--- config.mk ---
export PLATFORM = sky130hd
export DESIGN_NAME = parking_gate_controller
export DESIGN_NICKNAME = d
export VERILOG_FILES = /design/src/rtl/parking_pkg.sv /design/src/rtl/gate_fsm.sv /design/src/rtl/parking_gate_controller.sv
export SDC_FILE = /design/constraint.sdc
export NUM_CORES = 1
export LEC_CHECK = 0
export CAP_MARGIN = 20
export CORE_AREA = 2 2 39 41
export CTS_BUF_LIST = sky130_fd_sc_hd__clkbuf_8
export CTS_CLUSTER_DIAMETER = 40
export DETAILED_ROUTE_END_ITERATION = 12
export DIE_AREA = 0 0 41 43
export PLACE_DENSITY = 0.69
export RECOVER_POWER = 50
export SYNTH_ARGS = -nofsm -noshare
export SYNTH_HDL_FRONTEND = slang
export SYNTH_SLANG_ARGS = --single-unit
--- constraint.sdc ---
create_clock -name clk -period 3.9 [get_ports clk]
set_input_delay 0.585 -clock clk [delete_from_list [all_inputs] [get_ports clk]]
set_output_delay 0.585 -clock clk [all_outputs]
set_load 0.005 [all_outputs]
--- src/rtl/parking_pkg.sv ---
// Shared types and widths for the parking gate controller.
package parking_pkg;

   localparam int unsigned OCC_W   = 3;
   localparam int unsigned TIMER_W = 8;

   typedef enum logic [1:0] {
      IDLE = 2'd0,
      OPEN = 2'd1,
      HOLD = 2'd2
   } gate_state_t;

endpackage

--- src/rtl/gate_fsm.sv ---
// One barrier gate: IDLE/OPEN/HOLD sequencing, deny pulses and commit strobe.
// Optional macro GATE_TIMEOUT_EN adds an auto-close down-counter in OPEN.
module gate_fsm
   import parking_pkg::*;
#(
   parameter int unsigned GATE_TICKS = 8
) (
   input  logic clk,
   input  logic rst,
   input  logic req,
   input  logic pass,
   input  logic allow,
   output logic gate,
   output logic commit,
   output logic deny
);

   gate_state_t state_q, state_d;
   logic        deny_q, deny_d;

`ifdef GATE_TIMEOUT_EN
   localparam logic [TIMER_W-1:0] TICKS = TIMER_W'(GATE_TICKS);
   logic [TIMER_W-1:0] timer_q, timer_d;

   // Timer register, only meaningful while OPEN.
   always_ff @(posedge clk or posedge rst) begin
      if (rst) begin
         timer_q <= '0;
      end else begin
         timer_q <= timer_d;
      end
   end
`endif

   // State and deny registers.
   always_ff @(posedge clk or posedge rst) begin
      if (rst) begin
         state_q <= IDLE;
         deny_q  <= 1'b0;
      end else begin
         state_q <= state_d;
         deny_q  <= deny_d;
      end
   end

   // Next-state, deny cooldown and commit strobe.
   always_comb begin
      state_d = state_q;
      deny_d  = 1'b0;
      commit  = 1'b0;
`ifdef GATE_TIMEOUT_EN
      timer_d = timer_q;
`endif
      case (state_q)
         IDLE: begin
            if (req) begin
               if (allow) begin
                  state_d = OPEN;
`ifdef GATE_TIMEOUT_EN
                  timer_d = TICKS;
`endif
               end else begin
                  // Alternate pulse/cooldown while the request is held.
                  deny_d = !deny_q;
               end
            end
         end
         OPEN: begin
            // A pass wins over a simultaneous timeout.
            if (pass) begin
               commit  = 1'b1;
               state_d = HOLD;
            end
`ifdef GATE_TIMEOUT_EN
            else if (timer_q <= TIMER_W'(1)) begin
               state_d = HOLD;
            end else begin
               timer_d = timer_q - TIMER_W'(1);
            end
`endif
         end
         HOLD: begin
            // Wait for the car to leave the request sensor before re-arming.
            if (!req) begin
               state_d = IDLE;
            end
         end
         default: state_d = IDLE;
      endcase
   end

   assign gate = (state_q == OPEN);
   assign deny = deny_q;

endmodule

--- src/rtl/parking_gate_controller.sv ---
// Parking lot controller: occupancy counter plus entry and exit gate FSMs.
// Optional macro GATE_TIMEOUT_EN enables gate auto-close after GATE_TICKS cycles.
module parking_gate_controller
   import parking_pkg::*;
#(
   parameter int unsigned CAPACITY   = 7,
   parameter int unsigned GATE_TICKS = 8
) (
   input  logic             clk,
   input  logic             rst,
   input  logic             entry_req,
   input  logic             entry_pass,
   input  logic             exit_req,
   input  logic             exit_pass,
   output logic             entry_gate,
   output logic             exit_gate,
   output logic [OCC_W-1:0] occupancy,
   output logic             full,
   output logic             empty,
   output logic             entry_deny,
   output logic             exit_deny
);

   localparam logic [OCC_W-1:0] CAP  = OCC_W'(CAPACITY);
   localparam logic [OCC_W-1:0] STEP = OCC_W'(1);

   logic [OCC_W-1:0] occ_q, occ_d;
   logic             entry_commit, exit_commit;
   logic             sub;

   gate_fsm #(
      .GATE_TICKS (GATE_TICKS)
   ) u_entry (
      .clk    (clk),
      .rst    (rst),
      .req    (entry_req),
      .pass   (entry_pass),
      .allow  (!full),
      .gate   (entry_gate),
      .commit (entry_commit),
      .deny   (entry_deny)
   );

   gate_fsm #(
      .GATE_TICKS (GATE_TICKS)
   ) u_exit (
      .clk    (clk),
      .rst    (rst),
      .req    (exit_req),
      .pass   (exit_pass),
      .allow  (!empty),
      .gate   (exit_gate),
      .commit (exit_commit),
      .deny   (exit_deny)
   );

   // Signed-step adder: +1 on entry, -1 (two's complement) on exit, hold if both or neither.
   always_comb begin
      sub   = exit_commit;
      occ_d = occ_q;
      if (entry_commit ^ exit_commit) begin
         occ_d = occ_q + (STEP ^ {OCC_W{sub}}) + OCC_W'(sub);
      end
   end

   // Occupancy register.
   always_ff @(posedge clk or posedge rst) begin
      if (rst) begin
         occ_q <= '0;
      end else begin
         occ_q <= occ_d;
      end
   end

   assign occupancy = occ_q;
   assign full      = (occ_q == CAP);
   assign empty     = (occ_q == '0);

endmodule

==> flow_summary.ini <==
[outcome]
status = complete, no violations

[pwr]
p_clk_share_pct = 20.1
p_per_area_mw_per_mm2 = 772
pwr-share-seq_pct = 35.6
intPower_uw = 352
pwr-share-comb_pct = 44.4
leakagePower_uw = 0.000329
vdd_drop_max_v = 0.000369
p_total_uw = 521
swShare_pct = 32.5
p_switching_uw = 169

[yosys]
synth_seq_cells = 9
postSynthCellCount = 42
avgSynthCellArea_um2 = 11.4
yosys_warnings = 0
synth_area_um2 = 478
yosysSeqAreaShare_pct = 47.1
yosys-top-cells-area = dfrtp_1, nand3b_4, nor2b_1
synth_fp_nets = 49
yosysTopAreaCell = dfrtp_1
synth_top_area_share_pct = 47.1
synth_cell_type_count = 24

[sta]
hold_ws_ns = 0.424
drv_slew = 0
clock_skew_ns = 0.00264
rsz0062_at_grt = no
relSlewSlack_pct = 76.8
tns_ns = 0
setup_ws_ns = 1.66
period_minus_slack_ns = 2.24
tightest_slew_ns = 0.348
finalCritPeriodShare_pct = 57.5
hold_viol_final = 0
fmax_mhz = 446
setup_viol = 0

[worst_setup_path]
arrival_ns = 1.66
cp_cell_sequence = or3_1 -> inv_1 -> clkdlybuf4s50_1
slowest_delay_ns = 0.49
worst-path-buf-inv = 2
endpoint_kind = output pin
worstPathMaxFanout = 6
start_kind = register
slowest_stage = clkdlybuf4s50_1
crit_type = register to output pin
path_delay_family = buffers and inverters
worstPathRequired_ns = 3.31

[route]
first_iter_violations = 4
drcViolationCount = 0
avgRoutedWirePerCell_um = 11.4
route.vias.total = 350
ant_nets = 0
wl_um = 856
drtPass1Iterations = 3
via_per_inst = 4.67

[floorplan]
start_util_pct = 34.5
die_h_um = 43
io-pin-count = 15
core_mm2 = 0.00138
std_cell_rows = 14
die_area_mm2 = 0.00176
die_w_um = 41

[cts]
postCtsHoldBufs = 0
cts.repair.resized = 0
cts_setup_buffers = 0
clk_latency_ns = 0.23
tritoncts = yes
h-tree-depth = 1
cts_buffers = 3
root_buffer = clkbuf_8
clock_path_buffers = 2
clk_pin_slew_ns = 0.05
clock_sinks = 9

[final_layout]
n_fill_cell = 139
mostFrequentLayoutCells = clkdlybuf4s50_1, dfrtp_1, nand2_1, inv_1
syn_to_final_growth_pct = 41.1
post-route-util_pct = 48.7
n_antenna_cell = 0
layout_commonest_cell = clkdlybuf4s50_1
nets = 67
drive_gt1_share_pct = 15.3

[global_routing]
grt_overflow_total = 0
grt_max_degree = 10
antenna_found_initial = 0
grt_pass1_wl_mm = 1.47
grt_util_all_layers_pct = 13.7
grt_pass1_vias = 338

[place]
dp_hpwl_um = 647
gp_congestion = 0.744
portBuffers = 14
pre_cts_ws_ns = 1.74

[run]
cap_violations = 0

[min_path]
hp-class = register to register
-- cells in the mapped netlist (all sizes together) --
library cell	number
a21oi	1
and2	1
and2b	1
clkbuf	1
dfrtp	9
ha	1
inv	3
mux2	2
nand2	4
nand2b	1
nand3	1
nand3b	2
nor2	2
nor2b	3
nor3	1
nor4	1
nor4b	1
o21ai	2
or3	1
xnor2	2
xor2	2
-- metal layers --
metal	wire [um]	up-vias	share of wire [%]	global-route usage [%]
met2	415	12	48	17.8
met4	19	0	2.2	12.0
met1	382	163	45	16.1
met3	39	2	4.6	6.28
li1	-	173	-	-
met5	0	-	0	0
-- area by class of cell --
class	instances	area [um2]	share of cell area, %
Clock buffer	3	41.3	6.12
Clock inverter	1	3.75	0.557
Timing Repair Buffer	14	140	20.8
Inverter	3	11.3	1.67
Tap cell	16	20.0	2.97
Multi-Input combinational cell	29	233	34.5
Sequential cell	9	225	33.4
-- cells by family (layout without fill, tap and decap cells) --
kind of cell / count (synthesis) / in the layout / synth area share (%)
AND/OR/NAND/NOR: 19 / 19 / 28.8
flip-flops: 9 / 9 / 47.1
XOR/XNOR: 4 / 4 / 8.90
buffers and inverters: 4 / 21 / 3.14
AO/OA/AOI/OAI: 3 / 3 / 3.93
multiplexers: 2 / 2 / 5.50
adder cells (fa/ha/maj): 1 / 1 / 2.62
-- through the flow --
stage / cell area [um2] / cells
after CTS: 679 / 75
after global routing: 674 / 75
after floorplan: 478 / 42
final: 674 / 75
after detailed placement: 634 / 71
after global placement: 634 / 71
-- state kept, by name, indices dropped and copies added (netlist names) --
| name | count |
|---|---|
| u_entry.deny | 1 |
| occupancy | 3 |
| u_exit.deny | 1 |
| u_exit.state_q | 2 |
| u_entry.state_q | 2 |
-- power groups by stage --
stage	registers (uW)	clock network (uW)	logic, uW
after floorplan	177	0	142
after global placement	185	0	232
after detailed placement	187	0	236
after CTS	186	107	240
after global routing	195	115	258
final	185	104	231
-- path summary, 6_finish.rpt --
kind	slack, ns	end	depth (start not counted)	startpoint
max reg2reg	2.37	occupancy[2]	6	u_exit.state_q[1]
min reg2reg	0.42	u_exit.deny	1	u_exit.deny
max in group asynchronous	2.89	u_entry.state_q[0]	2	rst
max	1.66	empty	3	occupancy[1]
min in group asynchronous	0.75	u_exit.state_q[0]	2	rst
min	0.42	u_exit.deny	1	u_exit.deny
(Power assumes the default switching activity.)
